[config.mk]
export PLATFORM = sky130hd
export DESIGN_NAME = seg7_scan_flat
export DESIGN_NICKNAME = d
export VERILOG_FILES = /design/src/rtl/seg7_if.sv /design/src/rtl/seg7_scan.sv /design/src/flat_wrapper.sv
export SDC_FILE = /design/constraint.sdc
export NUM_CORES = 1
export LEC_CHECK = 0
export CAP_MARGIN = 0
export CORE_MARGIN = 3
export CORE_UTILIZATION = 43
export CTS_BUF_LIST = sky130_fd_sc_hd__clkbuf_16
export CTS_CLUSTER_DIAMETER = 30
export CTS_CLUSTER_SIZE = 28
export DETAILED_ROUTE_END_ITERATION = 10
export MAX_ROUTING_LAYER = met4
export SETUP_SLACK_MARGIN = 0.1
export SYNTH_ARGS = -nofsm -noshare
export SYNTH_HDL_FRONTEND = slang
export SYNTH_SLANG_ARGS = --single-unit
[constraint.sdc]
create_clock -name clk -period 4.59 [get_ports clk]
set_clock_uncertainty 0.05 [all_clocks]
set_input_delay 0.918 -clock clk [delete_from_list [all_inputs] [get_ports clk]]
set_output_delay 0.918 -clock clk [all_outputs]
set_load 0.01 [all_outputs]
[src/rtl/seg7_if.sv]
// Display-side bundle for seg7_scan: value/enable in, anode/segment drive out.
interface seg7_if;
  logic [31:0] data;
  logic [7:0]  digit_en;
  logic [7:0]  an;
  logic [6:0]  seg;
  logic        frame_start;

  modport master (output data, digit_en, input an, seg, frame_start);
  modport slave  (input data, digit_en, output an, seg, frame_start);
endinterface

[src/rtl/seg7_scan.sv]
// Time-multiplexed 8-digit common-anode hex display driver with internal scan prescaler.
// Optional leading-zero blanking is built when SEG7_LZB_EN is defined.
module seg7_scan #(
  parameter int unsigned SCAN_DIV = 100_000,
  parameter int unsigned DIGITS   = 8
) (
  input  logic  clk,
  input  logic  rst,
  seg7_if.slave bus
);
  localparam logic [31:0] DIV_M1 = 32'(SCAN_DIV - 1);

  logic [31:0]     cnt;
  logic [2:0]      idx;
  logic [7:0][3:0] data_l;
  logic [7:0]      en_l;
  logic [7:0]      an_q;
  logic [6:0]      seg_q;
  logic            fs_q;

  logic            tick;
  logic [7:0][3:0] cur_data;
  logic [7:0]      cur_en;
  logic [3:0]      nib;
  logic            lit;

  function automatic logic [6:0] hex7(input logic [3:0] n);
    case (n)
      4'h0: hex7 = 7'b1000000;  4'h1: hex7 = 7'b1111001;
      4'h2: hex7 = 7'b0100100;  4'h3: hex7 = 7'b0110000;
      4'h4: hex7 = 7'b0011001;  4'h5: hex7 = 7'b0010010;
      4'h6: hex7 = 7'b0000010;  4'h7: hex7 = 7'b1111000;
      4'h8: hex7 = 7'b0000000;  4'h9: hex7 = 7'b0010000;
      4'hA: hex7 = 7'b0001000;  4'hB: hex7 = 7'b0000011;
      4'hC: hex7 = 7'b1000110;  4'hD: hex7 = 7'b0100001;
      4'hE: hex7 = 7'b0000110;  default: hex7 = 7'b0001110;
    endcase
  endfunction

  assign tick = (cnt == DIV_M1);

  // Digit 0 reads the live inputs so the frame it starts is already the new frame.
  always_comb begin
    cur_data = (idx == 3'd0) ? bus.data     : data_l;
    cur_en   = (idx == 3'd0) ? bus.digit_en : en_l;
    nib      = cur_data[idx];
    lit      = cur_en[idx];
`ifdef SEG7_LZB_EN
    begin
      logic [2:0] top;
      top = 3'd0;
      for (int k = 1; k < 8; k++)
        if (cur_data[k] != 4'h0) top = 3'(k);
      if (idx > top) lit = 1'b0;
    end
`endif
  end

  always_ff @(posedge clk) begin
    if (rst) begin
      cnt    <= '0;
      idx    <= '0;
      data_l <= '0;
      en_l   <= '0;
      an_q   <= 8'hFF;
      seg_q  <= 7'h7F;
      fs_q   <= 1'b0;
    end else begin
      cnt  <= tick ? '0 : cnt + 32'd1;
      fs_q <= 1'b0;
      if (tick) begin
        if (idx == 3'd0) begin
          data_l <= bus.data;
          en_l   <= bus.digit_en;
        end
        an_q  <= lit ? ~(8'b1 << idx) : 8'hFF;
        seg_q <= lit ? hex7(nib) : 7'h7F;
        fs_q  <= (idx == 3'd0);
        idx   <= idx + 3'd1;
      end
    end
  end

  assign bus.an          = an_q;
  assign bus.seg         = seg_q;
  assign bus.frame_start = fs_q;
endmodule

[src/flat_wrapper.sv]
// flat-port wrapper written by rule: the top's interface ports become plain ports
module seg7_scan_flat 
#(
  parameter int unsigned SCAN_DIV = 100_000,
  parameter int unsigned DIGITS   = 8
)
  (clk, rst, bus_data, bus_digit_en, bus_an, bus_seg, bus_frame_start);
  seg7_if bus_i ();
  input  logic clk;
  input  logic rst;
  input wire logic [$bits(bus_i.data)-1:0] bus_data;
  input wire logic [$bits(bus_i.digit_en)-1:0] bus_digit_en;
  output wire logic [$bits(bus_i.an)-1:0] bus_an;
  output wire logic [$bits(bus_i.seg)-1:0] bus_seg;
  output wire logic [$bits(bus_i.frame_start)-1:0] bus_frame_start;
  assign bus_i.data = bus_data;
  assign bus_i.digit_en = bus_digit_en;
  assign bus_an = bus_i.an;
  assign bus_seg = bus_i.seg;
  assign bus_frame_start = bus_i.frame_start;
  seg7_scan #(.SCAN_DIV(SCAN_DIV), .DIGITS(DIGITS)) u_core (.clk(clk), .rst(rst), .bus(bus_i));
endmodule
==> results of run 1 <==
[metal layers]
metal / GRT usage / vias up / share of wire
met2: 0.2611 / 61 / 0.45
li1: - / 1703 / -
met3: 0.04000 / 10 / 0.046
met1: 0.2419 / 1577 / 0.49
met4: 0.04599 / 0 / 0.012
met5: - / - / 0
[power groups by stage]
stage	clock network, mW	registers [mW]	logic (mW)
2_1_floorplan	0	0.811	0.0497
3_3_place_gp	0	0.811	0.0957
3_5_place_dp	0	0.812	0.0966
4_1_cts	0.714	0.794	0.0970
5_1_grt	0.751	0.794	0.106
6_report	0.695	0.794	0.0961
[worst max-delay path by stage]
stage	slack [ps]	end	depth (start not counted)
floorplan	1090	u_core.bus.seg[1]	16
global placement	900	u_core.bus.seg[1]	10
detailed placement	810	u_core.bus.seg[1]	12
CTS	800	u_core.bus.seg[1]	12
global route	460	u_core.bus.seg[1]	12
finish	800	u_core.bus.seg[1]	12
[stage by stage]
step	power, mW	hold WS [ps]
floorplan	0.8608	379.5
global placement	0.9072	395.5
detailed placement	0.9082	408.0
CTS	1.605	422.9
global route	1.650	440.7
finish	1.585	415.9
[state kept, by name (all words and copies together), names as in the netlist]
signal                  cells
u_core.bus.seg              7
u_core.idx                  3
u_core.cnt                 32
u_core.data_l              32
u_core.bus.an               8
u_core.bus.frame_start      1
u_core.en_l                 8
[final cells by class]
class                           instances  area share
Timing Repair Buffer                   62      0.1133
Clock inverter                          6    0.009398
Sequential cell                        91      0.3421
Inverter                               12    0.008459
Clock buffer                            9     0.04229
Tap cell                              133     0.03125
Multi-Input combinational cell        332      0.4532
[kinds of logic after synthesis]
group | share of synthesized area
xor gates and xnor gates | 0.05864
DFF | 0.4066
muxes | 0.1985
AOI/OAI and AO/OA | 0.06339
buffers and inverters | 0.05501
adders and majority gates | 0.03630
and+or+nand+nor | 0.1815
[synth_stat cells (3+ instances only)]
cell	instances	area (sq um)
clkbuf_8	3	41.29
mux2_2	4	45.04
a211oi_1	3	22.52
nand3_1	12	60.06
nand2_1	24	90.09
dfxtp_1	91	1822
nor4_1	6	37.54
a31oi_1	7	43.79
o21ai_0	4	20.02
or3_1	5	31.28
xnor2_1	9	78.83
mux2i_1	49	490.5
xor2_1	21	183.9
nand4_1	7	43.79
a21oi_1	14	70.07
buf_6	7	78.83
mux4_1	6	157.7
nor2_1	97	364.1
nor3_1	5	25.02
buf_2	5	25.02
inv_1	9	33.78
ha_1	13	162.7
and3_1	5	31.28
mux4_2	7	157.7
clkbuf_1	4	15.01
and2_1	5	31.28
buf_4	5	37.54
o211ai_1	3	22.52
==> out/results.tsv, run 1 <==
stage	metric	value	unit
timing	Worst-Margin Slew	881.5	ps
global_route	largest net degree at the start of global routing	50	
clock_network	hold_buf cts	0	
critical_path	cell family with most CP delay	multiplexers	
critical_path	CP bufs+invs	1	
drt	DRT iter0 DRCs	170	
critical_path	worst path cell trace	clkinv_1 -> ha_1 -> nor2b_4 -> mux4_1 -> mux2i_1 -> nor2_1 -> a21oi_1 -> ha_1 -> mux2_2 -> nor2_1 -> a311oi_1 -> o22a_1	
timing	minimum clock period	3790	ps
power_and_ir_drop	P_sw	331.3	uW
power_and_ir_drop	Comb pwr share	0.061	
critical_path	Critical Path AT	3970	ps
global_route	vias in the first global route	3229	
clock_network	CTS Buffer Depth	2	
hold_path	Hold Path Origin	u_core.cnt[0]	
global_route	first-pass GRT wire length	15800	um
cells_and_area	Fill cells	885	
power_and_ir_drop	Clk network pwr share	0.438	
critical_path	startpoint types	flip-flop	
logic_synthesis	Synth Flop Type	dfxtp_1	
critical_path	CP Max Fanout	16	
clock_network	clock root cell	clkbuf_16	
global_route	All-Layer GR Usage	0.1754	
placement	PortBufs	57	
drt	drt wl/cell	14.52	um
clock_network	# clock sinks	91	
cells_and_area	diode count	0	
floorplanning	Die W	108.1	um
drt	via count	3351	
global_route	initial antenna violation count	0	
floorplanning	IO Count	58	
timing	Slew Limit Fails	0	
placement	GP Congestion	0.7581	
logic_synthesis	Syn Nets	515	
critical_path	Reg-to-Reg Start	u_core.idx[0]	
power_and_ir_drop	Peak VDD IR	0.2214	mV
timing	Setup TNS	0	ps
drt	Pre-antenna DRT Iters	4	
critical_path	Worst R2R Setup Slack	800	ps
placement	pre-CTS WS	810.2	ps
global_route	GRT overflow	0	
timing	worst rel slew slack	0.4124	
drt	total routed wirelength	9366	um
cells_and_area	commonest non-fill, non-tap cell in the layout	nor2_1	
power_and_ir_drop	P per Cell Area	297.6	mW/mm^2
outcome	outcome	finished clean	
timing	final hold vios	0	
power_and_ir_drop	Sw Share	0.2091	
floorplanning	Core Area	0.009955	sq mm
placement	cell total after placement	630	
clock_network	H-Tree Depth	3	
power_and_ir_drop	LEAKAGE	1.956	nW
power_and_ir_drop	part of the power in registers	0.501	
critical_path	max incr delay on CP	560	ps
floorplanning	Initial Utilization	0.4501	
cells_and_area	post-layout util	0.5349	
clock_network	clock latency on the worst-skew pair	330	ps
clock_network	CTS tree	done	
critical_path	WS Path Type	flip-flop to flip-flop	
critical_path	Worst Path Required	4770	ps
clock_network	setup bufs post-CTS	0	
cells_and_area	Layout area overhead	18.85	%
logic_synthesis	Seq/Total Area, Yosys	0.4066	
cells_and_area	most frequent cells in the layout	nor2_1 (97), dfxtp_1 (91), clkdlybuf4s50_1 (56)	
logic_synthesis	Post-Syn Instances	460	
hold_path	Hold Path End	u_core.cnt[0]	
cells_and_area	Multi-input gate area	0.002414	sq mm
logic_synthesis	EDFF count, synth	0	
logic_synthesis	synth unique cells	50	
floorplanning	Die Span Y	108.1	um
drt	Final ANT Viol Nets	0	
logic_synthesis	synthesized flop and latch total	91	
logic_synthesis	synth warn	0	
logic_synthesis	Mean Syn Cell Area	9.740	sq um
cells_and_area	fin area	0.005325	sq mm
critical_path	Reg2Reg Depth	12	
placement	Post-DP Area	0.005050	sq mm
logic_synthesis	Post-Synthesis Cell Area	0.004481	sq mm
run	maxcap violations	0	
critical_path	CP Capture Type	flip-flop	
critical_path	CP startpoint	u_core.idx[0]	
clock_network	Worst-path clk slew	60	ps
cells_and_area	nets	563	
floorplanning	die area	0.01168	sq mm
critical_path	Worst R2R End	u_core.bus.seg[1]	
timing	worst setup margin	799.6	ps
floorplanning	Rows	36	
clock_network	post-cts gate resize count	0	
power_and_ir_drop	internal power	1.253	mW
drt	Vias/cell	5.195	
timing	Period Utilization, post-route	0.8258	
drt	DRC	0	
clock_network	total CTS buffers	9	
timing	Setup Viol. Count Final	0	
timing	RSZ-0062 raised after global routing	false	
cells_and_area	storage element area	0.001822	sq mm
logic_synthesis	share of flip-flops with an asynchronous set or reset	0	
timing	maximum operating frequency	263.8	MHz
cells_and_area	Finished Layout Cells	645	
critical_path	Slowest-stage cell, CP	nor2b_4	
cells_and_area	share of cells above drive strength 1	0.07813	
placement	HPWL after DPL	6664	um
hold_path	class of the worst hold path	flip-flop to flip-flop	
hold_path	Hold Path Depth	1	
Note: power is estimated with default switching activity, not from simulation.
==> run 2, diff against run 1 <==
==> constraint.sdc (replaced) <==
create_clock -name clk -period 3.55 [get_ports clk]
set_clock_uncertainty 0.05 [all_clocks]
set_input_delay 0.71 -clock clk [delete_from_list [all_inputs] [get_ports clk]]
set_output_delay 0.71 -clock clk [all_outputs]
set_load 0.01 [all_outputs]
==> run 2 against run 1 <==
Effect of this change: clock power increased by 35%; cell area increased by 1.9%; die area unchanged; sequential power increased by 30%; sequential share of layout area decreased by 0.65 points; count of clock-buffer cells in the layout unchanged; worst setup slack got worse by 310 ps; worst hold slack improved by 2.2 ps; global-route usage decreased by 0.10 points; final cell count increased by 1.4%; first-iteration DRC count decreased by 16%; core utilization increased by 1.0 points; largest power group unchanged; highest routed layer unchanged.
==> out/results.tsv, run 2 (synthesis gave the netlist of run 1 again) <==
stage	metric	value	unit	change
critical_path	Critical Path AT	3230	ps	was 3970 ps
timing	RSZ-0062 raised after global routing	false		unchanged
cells_and_area	Multi-input gate area	0.002417	sq mm	was 0.002414 sq mm
drt	Pre-antenna DRT Iters	5		was 4
drt	DRT iter0 DRCs	143		was 170
cells_and_area	Largest regs	u_core.cnt: 32 flops, u_core.data_l: 32 flops		unchanged
placement	PortBufs	57		unchanged
clock_network	clock latency on the worst-skew pair	330	ps	about the same
timing	worst setup margin	491.4	ps	was 799.6 ps
timing	worst rel slew slack	0.5671		was 0.4124
timing	Worst-Margin Slew	636.8	ps	was 881.5 ps
critical_path	CP Max Fanout	5		was 16
critical_path	Worst R2R Setup Slack	580	ps	was 800 ps
drt	DRC	0		unchanged
hold_path	class of the worst hold path	flip-flop to flip-flop		unchanged
clock_network	Worst-path clk slew	60	ps	about the same
critical_path	Worst Path Required	3720	ps	was 4770 ps
floorplanning	die area	0.01168	sq mm	unchanged
timing	final hold vios	0		unchanged
drt	total routed wirelength	9299	um	was 9366 um
critical_path	Critical Path End	u_core.bus.seg[1]		unchanged
critical_path	CP startpoint	bus_data[0]		was u_core.idx[0]
cells_and_area	Fill cells	904		was 885
power_and_ir_drop	LEAKAGE	2.001	nW	was 1.956 nW
timing	Slew Limit Fails	0		unchanged
clock_network	H-Tree Depth	3		unchanged
timing	Setup Viol. Count Final	0		unchanged
global_route	first-pass GRT wire length	15860	um	was 15,800 um
drt	Vias/cell	5.145		was 5.195
run	maxcap violations	0		unchanged
floorplanning	Core Area	0.009955	sq mm	unchanged
critical_path	Worst R2R End	u_core.bus.seg[1]		unchanged
floorplanning	IO Count	58		unchanged
global_route	initial antenna violation count	0		unchanged
timing	minimum clock period	3059	ps	
floorplanning	Rows	36		unchanged
placement	HPWL after DPL	6545	um	was 6664 um
clock_network	CTS tree	done		unchanged
clock_network	# clock sinks	91		unchanged
global_route	vias in the first global route	3288		was 3,229
power_and_ir_drop	P per Cell Area	385.3	mW/mm^2	was 297.6 mW/mm^2
clock_network	setup bufs post-CTS	0		unchanged
power_and_ir_drop	Peak VDD IR	0.2782	mV	was 0.2214 mV
placement	cell total after placement	638		was 630
clock_network	CTS Buffer Depth	2		unchanged
floorplanning	Die W	108.1	um	unchanged
critical_path	Reg2Reg Depth	12		unchanged
critical_path	Reg-to-Reg Start	u_core.idx[0]		unchanged
cells_and_area	Finished Layout Cells	654		was 645
drt	via count	3365		was 3,351
critical_path	startpoint types	input port		was flip-flop
cells_and_area	diode count	0		unchanged
floorplanning	Initial Utilization	0.4501		unchanged
critical_path	WS Path Type	input port to flip-flop		was flip-flop to flip-flop
timing	maximum operating frequency	326.9	MHz	
clock_network	total CTS buffers	9		unchanged
clock_network	hold_buf cts	0		unchanged
clock_network	post-cts gate resize count	0		unchanged
timing	Setup TNS	0	ps	unchanged
cells_and_area	storage element area	0.001822	sq mm	unchanged
placement	GP Congestion	0.8204		was 0.7581
cells_and_area	nets	571		was 563
cells_and_area	Layout area overhead	21.14	%	was 18.85%
global_route	All-Layer GR Usage	0.1744		was 0.1754
cells_and_area	most frequent cells in the layout	nor2_1 (97), dfxtp_1 (91), clkdlybuf4s50_1 (57)		was nor2_1 (97), dfxtp_1 (91), clkdlybuf4s50_1 (56)
drt	drt wl/cell	14.22	um	was 14.52 um
cells_and_area	commonest non-fill, non-tap cell in the layout	nor2_1		unchanged
outcome	outcome	finished clean		unchanged
global_route	GRT overflow	0		unchanged
floorplanning	Die Span Y	108.1	um	unchanged
critical_path	CP Capture Type	flip-flop		unchanged
cells_and_area	share of cells above drive strength 1	0.09789		was 0.07813
timing	Period Utilization, post-route	0.8616		
timing	worst hold slack	418.2	ps	was 415.9 ps
global_route	largest net degree at the start of global routing	48		was 50
placement	pre-CTS WS	181.6	ps	was 810.2 ps
clock_network	clock root cell	clkbuf_16		unchanged
drt	Final ANT Viol Nets	0		unchanged
## run 2: layout make-up
class / count / share of cell area
inverter: 12 / 0.008299
multi-input combinational: 332 / 0.4454
clock inverter: 7 / 0.01314
sequential: 91 / 0.3356
timing repair buffer: 70 / 0.1254
clock buffer: 9 / 0.04149
tap: 133 / 0.03066
## run 2: power breakdown
group          internal [mW]  switching, mW
Combinational         0.0699         0.0577
Clock                  0.544          0.393
Sequential              1.02        0.00282
Total                   1.64          0.454
## run 2: worst min path at each step
stage | cells after the start | start | endpoint | slack, ps
6_report | 1 | u_core.cnt[0] | u_core.cnt[0] | 420
3_5_place_dp | 1 | u_core.cnt[0] | u_core.cnt[0] | 400
2_1_floorplan | 1 | u_core.cnt[0] | u_core.cnt[0] | 380
3_3_place_gp | 1 | u_core.cnt[0] | u_core.cnt[0] | 400
4_1_cts | 1 | u_core.cnt[0] | u_core.cnt[0] | 420
5_1_grt | 1 | u_core.cnt[0] | u_core.cnt[0] | 450
## run 2: layer usage
metal	up-vias	global-route usage	routed length, um
met1	1593	0.2243	4514
met5	-	-	0
met3	8	0.04836	388
li1	1715	-	-
met2	49	0.2753	4292
met4	0	0.03968	104
## run 2: through the flow
step / cell area, sq um / power (mW) / utilization
floorplan: 4484 / 1.113 / -
global placement: 5131 / 1.175 / 0.5155
detailed placement: 5131 / 1.177 / 0.5155
CTS: 5428 / 2.114 / 0.5452
global route: 5428 / 2.173 / 0.5452
finish: 5428 / 2.091 / 0.5452
## run 2: critical path: stages
cell,delay [ps]
clkdlybuf4s50_1,420
mux4_1,510
mux2i_1,330
nor2_1,90
a21oi_2,250
ha_1,320
mux2_2,280
nor2_1,90
a311oi_1,60
o22a_1,180
==> run 3, diff against run 2 <==
==> constraint.sdc (replaced) <==
create_clock -name clk -period 3.55 [get_ports clk]
set_clock_uncertainty 0.05 [all_clocks]
set_input_delay 0.5325 -clock clk [delete_from_list [all_inputs] [get_ports clk]]
set_output_delay 0.5325 -clock clk [all_outputs]
set_load 0.01 [all_outputs]
==> run 3 against run 2 <==
Effect of this change: routed wire length up 1.2%; count of clock-buffer cells in the layout unchanged; global-route usage up 0.30 points; combinational power hardly changed; worst setup slack got worse by 15 ps; clock power shrank 4.4%; sequential share of layout area up 0.17 points; largest cell class unchanged; highest routed layer unchanged.
==> out/results.tsv, run 3 (synthesis gave the netlist of run 1 again) <==
stage	metric	value	unit	change
outcome	outcome	finished clean		unchanged
timing	worst setup margin	476.7	ps	was 491.4 ps
drt	DRT iter0 DRCs	165		was 143
placement	PortBufs	57		unchanged
critical_path	Worst Path Required	3730	ps	was 3720 ps
clock_network	setup bufs post-CTS	0		unchanged
timing	Setup Viol. Count Final	0		unchanged
cells_and_area	post-layout util	0.5425		was 0.5452
drt	Pre-antenna DRT Iters	4		was 5
power_and_ir_drop	Sw Share	0.2331		was 0.2169
placement	HPWL after DPL	6596	um	was 6545 um
critical_path	WS Path Type	flip-flop to flip-flop		was input port to flip-flop
global_route	largest net degree at the start of global routing	49		was 48
power_and_ir_drop	P per Cell Area	379.3	mW/mm^2	was 385.3 mW/mm^2
cells_and_area	Largest regs	u_core.cnt: 32 flops, u_core.data_l: 32 flops		unchanged
global_route	All-Layer GR Usage	0.1775		was 0.1744
drt	via count	3376		was 3,365
timing	final hold vios	0		unchanged
cells_and_area	share of cells above drive strength 1	0.1000		was 0.09789
hold_path	class of the worst hold path	flip-flop to flip-flop		unchanged
timing	maximum operating frequency	325.4	MHz	was 326.9 MHz
clock_network	# clock sinks	91		unchanged
timing	worst rel slew slack	0.5710		was 0.5671
timing	RSZ-0062 raised after global routing	false		unchanged
global_route	met3 Usage GRT	0.04537		was 0.04836
cells_and_area	Finished Layout Cells	653		was 654
cells_and_area	Layout area overhead	20.53	%	was 21.14%
critical_path	CP Max Fanout	9		was 5
drt	Final ANT Viol Nets	0		unchanged
power_and_ir_drop	internal power	1.571	mW	was 1.638 mW
global_route	M2 GR Usage	0.2704		was 0.2753
placement	pre-CTS WS	268.8	ps	was 181.6 ps
floorplanning	Die W	108.1	um	unchanged
timing	Setup TNS	0	ps	unchanged
clock_network	clock latency on the worst-skew pair	340	ps	was 330 ps
clock_network	CTS Buffer Depth	2		unchanged
floorplanning	Die Span Y	108.1	um	unchanged
clock_network	post-cts gate resize count	0		unchanged
global_route	initial antenna violation count	0		unchanged
cells_and_area	commonest non-fill, non-tap cell in the layout	nor2_1		unchanged
floorplanning	Initial Utilization	0.4501		unchanged
placement	cell total after placement	637		was 638
timing	worst hold slack	425.7	ps	was 418.2 ps
drt	drt wl/cell	14.41	um	was 14.22 um
clock_network	Worst-path clk slew	60	ps	about the same
cells_and_area	most frequent cells in the layout	nor2_1 (97), dfxtp_1 (91), clkdlybuf4s50_1 (57)		unchanged
drt	Vias/cell	5.170		was 5.145
drt	DRC	0		unchanged
clock_network	CTS tree	done		unchanged
power_and_ir_drop	Clk network pwr share	0.438		was 0.448
power_and_ir_drop	Peak VDD IR	0.2099	mV	was 0.2782 mV
clock_network	hold_buf cts	0		unchanged
run	maxcap violations	0		unchanged
placement	GP Congestion	0.8015		was 0.8204
floorplanning	Rows	36		unchanged
global_route	met1 Track Usage GR	0.2368		was 0.2243
critical_path	Critical Path AT	3250	ps	was 3230 ps
power_and_ir_drop	Comb pwr share	0.062		was 0.061
timing	Worst-Margin Slew	631.0	ps	was 636.8 ps
global_route	GRT overflow	0		unchanged
power_and_ir_drop	part of the power in registers	0.501		was 0.491
floorplanning	Core Area	0.009955	sq mm	unchanged
cells_and_area	nets	570		was 571
power_and_ir_drop	LEAKAGE	1.980	nW	was 2.001 nW
critical_path	startpoint types	flip-flop		was input port
clock_network	clock root cell	clkbuf_16		unchanged
timing	Period Utilization, post-route	0.8657		was 0.8616
power_and_ir_drop	P_sw	477.5	uW	was 453.6 uW
critical_path	Reg2Reg Depth	12		unchanged
global_route	Most Used Layer, Global Route	met2		unchanged
floorplanning	IO Count	58		unchanged
hold_path	Hold Path Depth	1		unchanged
timing	Slew Limit Fails	0		unchanged
timing	minimum clock period	3073	ps	was 3059 ps
global_route	first-pass GRT wire length	15960	um	was 15,860 um
global_route	vias in the first global route	3253		was 3,288
floorplanning	die area	0.01168	sq mm	unchanged
critical_path	CP Capture Type	flip-flop		unchanged
clock_network	total CTS buffers	9		unchanged
drt	total routed wirelength	9410	um	was 9299 um
clock_network	H-Tree Depth	3		unchanged
cells_and_area	diode count	0		unchanged
==> run 3: cell types whose count changed in the layout (fill, tap and decap cells not counted), moves of 2 or more <==
cell	change
clkinv_2	+2
clkinv_4	-2
inv_1	-2
inv_6	+2
==> run 3: routing by layer <==
| layer | wire length (um) | up-vias |
|---|---|---|
| li1 | - | 1713 |
| met1 | 4561 | 1590 |
| met2 | 4398 | 67 |
| met3 | 372 | 6 |
| met4 | 78 | 0 |
| met5 | 0 | - |
==> run 3: cell type report <==
class,count,area (sq um)
inverter,12,45.04
clock inverter,7,51.30
clock buffer,9,225.2
multi-input combinational,332,2417
fill,921,4554
timing repair buffer,69,673.1
sequential,91,1822
tap,133,166.4
==> run 3: per-stage QoR <==
stage	power [mW]	instance area [sq um]
3_5_place_dp	1.176	5124
5_1_grt	2.129	5400
6_report	2.048	5400
4_1_cts	2.075	5400
3_3_place_gp	1.174	5124
2_1_floorplan	1.113	4484
==> run 3: final timing paths <==
path                                  startpoint                 to  slack [ps]
worst min-delay path            u_core.bus.an[0]   u_core.bus.an[0]         430
worst min register to register  u_core.bus.an[0]   u_core.bus.an[0]         430
worst max-delay path               u_core.idx[0]  u_core.bus.seg[1]         480
worst max register to register     u_core.idx[0]  u_core.bus.seg[1]         480
==> run 3: power groups by stage <==
stage	Sequential [mW]	Clock, mW	Combinational (mW)
3_5_place_dp	1.05	0	0.127
2_1_floorplan	1.05	0	0.0646
5_1_grt	1.03	0.963	0.140
6_report	1.03	0.896	0.126
3_3_place_gp	1.05	0	0.125
4_1_cts	1.03	0.922	0.127
==> run 3: worst max-delay path, stage by stage (launching register included) <==
cell and delay (ps):
dfxtp_1 320, clkinv_1 60, ha_1 160, nor2b_4 350
mux4_1 350, mux2i_1 420, nor2_1 110, a21oi_2 240
ha_1 310, mux2_2 270, nor2_1 80, a311oi_1 60
o22a_1 180
